[src/rtl/countdown_timer_if.sv]
// Handshake bundle for countdown_timer.
// Ports: start/D/CE/abort/reload in, Q/busy/done out (slave view).
interface countdown_timer_if #(
    parameter int N = 3
);
    logic         start;
    logic [N-1:0] D;
    logic         CE;
    logic         abort;
    logic         reload;
    logic [N-1:0] Q;
    logic         busy;
    logic         done;

    modport master (
        output start, D, CE, abort, reload,
        input  Q, busy, done
    );

    modport slave (
        input  start, D, CE, abort, reload,
        output Q, busy, done
    );
endinterface

[src/rtl/countdown_timer.sv]
// Loadable N-bit down-counter with start/busy/done handshake, used to
// hold the pipeline stalled for a programmed number of enabled cycles.
// Ports: clk, reset (sync, active-high), bus (countdown_timer_if.slave):
//   start, D[N-1:0], CE, abort, reload -> Q[N-1:0], busy, done.
// Optional macro AUTO_RELOAD_EN: reload latched at start re-arms the
// count at terminal count instead of finishing.
module countdown_timer #(
    parameter int N = 3
) (
    input  logic             clk,
    input  logic             reset,
    countdown_timer_if.slave bus
);
    typedef enum logic [1:0] {
        IDLE = 2'd0,
        RUN  = 2'd1,
        DONE = 2'd2
    } state_t;

    localparam logic [N-1:0] ONE = N'(1);

    state_t       state, state_n;
    logic [N-1:0] q, q_n;
    logic         done_r, done_n;

`ifdef AUTO_RELOAD_EN
    logic [N-1:0] k_r, k_n;
    logic         rl_r, rl_n;
`else
    logic         unused_reload;
    assign unused_reload = bus.reload;
`endif

    always_ff @(posedge clk) begin
        if (reset) begin
            state  <= IDLE;
            q      <= '0;
            done_r <= 1'b0;
`ifdef AUTO_RELOAD_EN
            k_r    <= '0;
            rl_r   <= 1'b0;
`endif
        end else begin
            state  <= state_n;
            q      <= q_n;
            done_r <= done_n;
`ifdef AUTO_RELOAD_EN
            k_r    <= k_n;
            rl_r   <= rl_n;
`endif
        end
    end

    always_comb begin
        state_n = state;
        q_n     = q;
        done_n  = 1'b0;
`ifdef AUTO_RELOAD_EN
        k_n     = k_r;
        rl_n    = rl_r;
`endif
        if (bus.abort) begin
            // Abort wins even over a coinciding terminal count.
            state_n = IDLE;
            q_n     = '0;
`ifdef AUTO_RELOAD_EN
            rl_n    = 1'b0;
`endif
        end else begin
            unique case (state)
                IDLE, DONE: begin
                    if (bus.start && bus.D != '0) begin
                        state_n = RUN;
                        q_n     = bus.D;
`ifdef AUTO_RELOAD_EN
                        k_n     = bus.D;
                        rl_n    = bus.reload;
`endif
                    end else if (bus.start) begin
                        // Zero-length request completes immediately.
                        state_n = DONE;
                        q_n     = '0;
                        done_n  = 1'b1;
                    end else begin
                        state_n = IDLE;
                        q_n     = '0;
                    end
                end
                RUN: begin
                    if (bus.CE) begin
                        if (q == ONE) begin
                            done_n = 1'b1;
`ifdef AUTO_RELOAD_EN
                            if (rl_r) begin
                                // Re-arm: stay busy, pulse done.
                                q_n = k_r;
                            end else begin
                                q_n     = '0;
                                state_n = DONE;
                            end
`else
                            q_n     = '0;
                            state_n = DONE;
`endif
                        end else if (q != '0) begin
                            q_n = q - ONE;
                        end
                    end
                end
                default: begin
                    state_n = IDLE;
                    q_n     = '0;
                end
            endcase
        end
    end

    assign bus.Q    = q;
    assign bus.busy = (state == RUN);
    assign bus.done = done_r;
endmodule

[src/flat_wrapper.sv]
// flat-port wrapper written by rule: the top's interface ports become plain ports
module countdown_timer_flat 
#(
    parameter int N = 3
)
  (clk, reset, bus_start, bus_D, bus_CE, bus_abort, bus_reload, bus_Q, bus_busy, bus_done);
  countdown_timer_if #(.N(N)) bus_i ();
  input  logic clk;
  input  logic reset;
  input wire logic [$bits(bus_i.start)-1:0] bus_start;
  input wire logic [$bits(bus_i.D)-1:0] bus_D;
  input wire logic [$bits(bus_i.CE)-1:0] bus_CE;
  input wire logic [$bits(bus_i.abort)-1:0] bus_abort;
  input wire logic [$bits(bus_i.reload)-1:0] bus_reload;
  output wire logic [$bits(bus_i.Q)-1:0] bus_Q;
  output wire logic [$bits(bus_i.busy)-1:0] bus_busy;
  output wire logic [$bits(bus_i.done)-1:0] bus_done;
  assign bus_i.start = bus_start;
  assign bus_i.D = bus_D;
  assign bus_i.CE = bus_CE;
  assign bus_i.abort = bus_abort;
  assign bus_i.reload = bus_reload;
  assign bus_Q = bus_i.Q;
  assign bus_busy = bus_i.busy;
  assign bus_done = bus_i.done;
  countdown_timer #(.N(N)) u_core (.clk(clk), .reset(reset), .bus(bus_i));
endmodule
[config.mk]
export PLATFORM = sky130hd
export DESIGN_NAME = countdown_timer_flat
export DESIGN_NICKNAME = d
export VERILOG_FILES = /design/src/rtl/countdown_timer_if.sv /design/src/rtl/countdown_timer.sv /design/src/flat_wrapper.sv
export SDC_FILE = /design/constraint.sdc
export NUM_CORES = 1
export LEC_CHECK = 0
export BUFFER_PORTS_ARGS = -buffer_cell sky130_fd_sc_hd__buf_2
export CORE_AREA = 3 3 40 42
export DETAILED_ROUTE_END_ITERATION = 10
export DIE_AREA = 0 0 43 45
export HOLD_SLACK_MARGIN = 0.05
export PLACE_DENSITY_LB_ADDON = 0.1
export SLEW_MARGIN = 20
export SYNTH_ARGS = -nofsm -noshare
export SYNTH_HDL_FRONTEND = slang
export SYNTH_SLANG_ARGS = --single-unit
[constraint.sdc]
create_clock -name clk -period 1.7 [get_ports clk]
set_input_delay 0.425 -clock clk [delete_from_list [all_inputs] [get_ports clk]]
set_output_delay 0.425 -clock clk [all_outputs]
set_load 0.02 [all_outputs]
==> impl_metrics.yaml, run 1 <==
status:
  outcome: "finished clean"
clocking:
  clock_latency_ns: 0.25
  cts_tree: "built"
  cts_resized: 0
  cts_sinks: 6
  clk_pin_slew_ns: 0.04
  htree_levels: 1
  cts_setup_buffers: 0
  cts_max_path_buffers: 2
  clock-root-buffer: "clkbuf_4"
  cts_buffers: 3
  cts_hold_buf: 0
global_route:
  grt-ovfl-total: 0
  antenna_found_initial: 0
  grt_use_total: 0.117
  grt_pass1_wl_mm: 1.60
  grt_pass1_vias: 377
  grt_max_degree: 8
layout:
  layout.cells.non_filler: 70
  fillCellCount: 137
  drive_gt1_frac: 0.364
  antenna_cells: 0
  area_growth_pct: 29.5
  nNetsFinal: 69
  final_core_util: 0.372
power:
  p_comb_frac: 0.159
  internal_power_mw: 0.251
  peakVddDrop_v: 0.000402
  p_leak_nw: 0.210
  power_switching_mw: 0.0851
  power_frac_clock: 0.397
  p_seq_frac: 0.444
  switching_share: 0.253
  p_per_area_nw_per_um2: 703
critical_path:
  cp_data_required_time_ns: 1.83
  cp-start-kind: "flip-flop"
  worstPathMaxFanout: 4
  crit_family: "compound AO/OA/AOI/OAI gates"
  path_cells: "inv_1, ha_1, or3b_1, a21o_1, a32o_1"
  critPathArrivalTime_ns: 1.72
  max_stage_delay_ns: 0.41
  critical_path.endpoint_type: "flip-flop"
  slowest_stage: "or3b_1"
  crit_type: "reg -> reg"
  crit_buf_inv: 1
route:
  wl_um: 880
  vias_per_cell: 5.10
  via_count: 357
  drc: 0
  ant_nets: 0
  drtIter0Drc: 4
  wl_per_cell_um: 12.6
  firstDrtPassIters: 2
logic_synthesis:
  synth-seq-area-share: 0.325
  netlist_instances: 39
  ys_ff_latch: 6
  synthArstFlopShare: 0
  synth_area_um2: 369
  synth_nets: 51
  ys_warn_count: 0
  postSynthAreaPerCell_um2: 9.46
  ys.flop_type: "dfxtp_1"
  synth_edf_count: 0
  yosysUniqueCellTypes: 23
timing:
  rsz0062_at_grt: "no"
  fin_crit_ns: 1.59
  finClkSkew_ns: 0.00578
  fin_tns_setup_ns: 0
  fin_crit_sh: 0.937
  final_hold_viol_count: 0
  drv_slew: 0
  setup_viol: 0
  slew_headroom: 0.708
  tightestPinTransition_ns: 0.436
  max_clock_freq_ghz: 0.628
floorplan:
  core_area_um2: 1280
  die_w_um: 43
  dieHeight_um: 45
  die_area_um2: 1940
  row_count: 13
  start_util: 0.287
  pin_count: 14
min_path:
  hp-class: "in -> reg"
placement:
  post-place-cells: 67
  gp_congestion: 0.773
  io_buffers: 12
  hpwl_um: 728
job:
  max-cap-violations: 0
==> cells in the mapped netlist, types with 2 or more instances <==
cell      instances  area [um^2]
dfxtp_1           6          120
nand2_1           5         18.8
a211oi_1          3         22.5
ha_1              3         37.5
inv_1             2         7.51
nor2_1            2         7.51
or3b_1            2         17.5
==> power groups by stage <==
stage / Combinational, mW / Sequential (mW) / Clock [mW]
finish: 0.0535 / 0.149 / 0.133
global route: 0.0606 / 0.149 / 0.151
CTS: 0.0543 / 0.149 / 0.140
detailed placement: 0.0539 / 0.152 / 0
global placement: 0.0520 / 0.152 / 0
floorplan: 0.0277 / 0.154 / 0
==> path summary, 6_finish.rpt <==
kind | start | endpoint | slack (ns) | depth (start not counted)
max reg2reg | u_core.bus.Q[1] | u_core.bus.Q[1] | 0.11 | 5
min | bus_D[2] | u_core.bus.Q[2] | 0.41 | 2
max | u_core.bus.Q[1] | u_core.bus.Q[1] | 0.11 | 5
min reg2reg | u_core.bus.Q[0] | u_core.bus.Q[0] | 0.55 | 2
==> cell families (layout without fill, tap and decap cells) <==
| family | Yosys count | count (layout) | synth area share |
|---|---|---|---|
| simple gates | 18 | 18 | 0.332 |
| fa+ha+maj | 3 | 3 | 0.102 |
| mux | 1 | 1 | 0.0305 |
| buf+inv | 2 | 18 | 0.0203 |
| compound gates | 9 | 9 | 0.190 |
| flops | 6 | 6 | 0.325 |
==> state kept, by name (all words and copies together), names as in the netlist <==
signal	flops
u_core.bus.Q	3
u_core.bus.done	1
u_core.state	2
==> final cells by class <==
class                      instances  area, um^2  area share
timing repair buffer              13        67.6       0.141
multi-input combinational         31         241       0.505
clock buffer                       3        22.5      0.0471
inverter                           2        7.51      0.0157
sequential                         6         120       0.251
tap                               15        18.8      0.0393
==> metrics by stage <==
step                      hold WS [ns]  total power [mW]  worst slack (ns)  area (um^2)
after global routing             0.401             0.361            0.0367          478
after CTS                        0.404             0.343             0.101          478
after detailed placement         0.539             0.206             0.125          455
after floorplan                  0.498             0.181            0.0437          369
after global placement           0.531             0.204             0.140          455
final                            0.413             0.336             0.107          478
==> per-layer routing <==
layer  global-route usage  vias up  share of wire
li1                     -      180              -
met1                0.106      165           0.40
met2                0.195       12           0.51
met3               0.0876        0          0.091
met4               0.0542        0              0
met5                    0        -              0
==> placed cells by master (no fill, tap or decap), types with 2 or more instances in the layout <==
cell type  instances
nand2_1            5
clkbuf_4           3
buf_2             12
nor2_1             2
a211oi_1           3
or3b_1             2
dfxtp_1            6
inv_1              2
ha_1               3
==> worst reg2reg max path: stages, from the launching register on <==
cell and delay (ns):
dfxtp_1 0.34, inv_1 0.08, ha_1 0.22, or3b_1 0.41
a21o_1 0.19, a32o_1 0.23
(Power assumes the default switching activity.)
==> inputs of run 2 (changes only) <==
ABC_AREA = 1   (was default)
CTS_BUF_LIST = sky130_fd_sc_hd__clkbuf_8   (was default)
HOLD_SLACK_MARGIN = default   (was 0.05)
==> run 2 against run 1 <==
Count of clock-buffer cells in the layout is the same. Clock power up 58%. Die area unchanged. Non-clock buffer count shrank 1. Area after synthesis is 4.7% higher. Sequential power increased by 3%. Sequential share of layout area is 1.3 points lower. Critical path depth down 2. Critical path type is now reg -> out. Via count grew 8.1%. Synthesized cell count grew 59%. Critical endpoint is now bus_busy. Final cell count increased by 30%. Global-route usage is 1.6 points lower. Highest routed layer unchanged.
==> impl_metrics.yaml, run 2 <==
status:
  outcome: "finished clean"
route:
  wl_um: 809
  ant_nets: 0
  wl_per_cell_um: 8.89
  drc: 0
  drtIter0Drc: 4
  firstDrtPassIters: 2
  vias_per_cell: 4.24
  via_count: 386
clocking:
  cts_sinks: 6
  cts_resized: 0
  cts_tree: "built"
  clock-root-buffer: "clkbuf_8"
  cts_hold_buf: 0
  clk_pin_slew_ns: 0.04
  cts_buffers: 3
  cts_setup_buffers: 0
  cts_max_path_buffers: 2
  clock_latency_ns: 0.22
  htree_levels: 1
timing:
  drv_slew: 0
  fin_tns_setup_ns: 0
  layout_setup_ws_ns: 0.255
  fin_crit_sh: 0.850
  tightestPinTransition_ns: 0.234
  fin_crit_ns: 1.45
  max_clock_freq_ghz: 0.692
  final_hold_viol_count: 0
  rsz0062_at_grt: "no"
  finClkSkew_ns: 0.00206
  setup_viol: 0
  slew_headroom: 0.843
logic_synthesis:
  synth_compound_gate_area_share: 0.0647
  synthMuxAreaShare: 0
  synth_area_um2: 387
  synth_top_area_frac: 0.311
  synth_nets: 74
  synth_xor_area_frac: 0
  netlist_instances: 62
  ys.flop_type: "dfxtp_1"
  yosys.area_share.adder: 0.0971
  yosysTopAreaCell: "dfxtp_1"
  yosysMostFrequentCell: "nand2_1"
  postSynthAreaPerCell_um2: 6.24
  synthTopCellsByArea: "dfxtp_1 31%, nand2_1 20%, ha_1 9.7%, inv_1 9.7%, a21oi_1 6.5%"
  yosysUniqueCellTypes: 13
  ys_ff_latch: 6
  synth_top_family_by_area: "simple AND/OR/NAND/NOR gates"
  synthArstFlopShare: 0
  synth-seq-area-share: 0.311
  synth_edf_count: 0
  synth_commonest_cells: "21 x nand2_1, 10 x inv_1, 6 x dfxtp_1"
  synthSimpleGateAreaFrac: 0.411
  ys_warn_count: 0
placement:
  gp_congestion: 0.752
  io_buffers: 12
  hpwl_um: 650
  dp_slack_ns: 0.471
critical_path:
  critical_path.endpoint_type: "primary output"
  cp-start-kind: "flip-flop"
  crit_cells: 3
  cp_data_required_time_ns: 1.27
  r2r_cells: 8
  critPathArrivalTime_ns: 1.02
  crit_buf_inv: 2
  crit_family: "flip-flops"
  slowest_stage: "dfxtp_1"
  path_cells: "inv_2, nor2_4, buf_2"
  crit_type: "reg -> out"
  worstPathMaxFanout: 7
  max_stage_delay_ns: 0.36
min_path:
  holdPathStages: 2
  hp-class: "reg -> reg"
global_route:
  grt_max_degree: 8
  grt_pass1_vias: 342
  grt-ovfl-total: 0
  grt_use_total: 0.101
  grt_pass1_wl_mm: 1.37
  antenna_found_initial: 0
power:
  peakVddDrop_v: 0.000428
  p_per_area_nw_per_um2: 871
  p_leak_nw: 0.263
  power.total_mw: 0.438
layout:
  antenna_cells: 0
  fillCellCount: 142
  drive_gt1_frac: 0.263
  final_common_cell: "nand2_1"
  largest_register_ffs: 3
  layout_common_cells: "21 x nand2_1, 12 x buf_2, 10 x inv_1, 6 x dfxtp_1, 5 x a21oi_1"
  area_growth_pct: 30.1
  nNetsFinal: 90
  final_core_util: 0.391
floorplan:
  dieHeight_um: 45
  start_util: 0.301
  die_w_um: 43
  row_count: 13
  core_area_um2: 1280
  pin_count: 14
  die_area_um2: 1940
job:
  max-cap-violations: 0
[run 2: kinds of logic after synthesis]
kind of cell,Yosys count
AND/OR/NAND/NOR,36
adder cells (fa/ha/maj),3
buffers and inverters,12
AO/OA/AOI/OAI,5
flip-flops,6
[run 2: worst paths after layout]
kind | startpoint | end | slack [ns]
max | u_core.state[0] | bus_busy | 0.25
min reg2reg | u_core.bus.Q[1] | u_core.bus.Q[1] | 0.50
max reg2reg | u_core.bus.Q[1] | u_core.bus.Q[0] | 0.48
min | u_core.bus.Q[1] | u_core.bus.Q[1] | 0.50
[run 2: tightest hold or removal path: cells and delay by family (launching register included)]
family	cells	cell delay, ns
AND/OR/NAND/NOR	1	0.08
flip-flops	1	0.31
AO/OA/AOI/OAI	1	0.06
[run 2: area by class of cell]
cell class,count,area (um^2),area share
clock buffers,3,41.3,0.0821
inverters,11,41.3,0.0821
multi-input cells,44,221,0.440
flip-flops and latches,6,120,0.239
well taps,15,18.8,0.0373
repair buffers,12,60.1,0.119
[run 2: per-stage QoR]
step | hold slack (ns) | cell area (um^2) | cells
after detailed placement | 0.499 | 462 | 88
final | 0.498 | 503 | 91
after global placement | 0.500 | 462 | 88
after global routing | 0.525 | 503 | 91
after CTS | 0.500 | 503 | 91
after floorplan | 0.543 | 387 | 62
[run 2: report_power, final]
part | switching (mW) | total [mW] | internal, mW
clock network | 0.0581 | 0.210 | 0.152
registers | 0.00502 | 0.153 | 0.148
logic | 0.0474 | 0.0755 | 0.0281
total | 0.110 | 0.438 | 0.327
[run 2: metal layers]
metal	vias to the layer above	routed length (um)	global-route usage
li1	216	-	-
met1	159	408	0.118
met2	11	335	0.141
met3	0	66	0.0757
met4	0	0	0.0361
met5	-	0	0
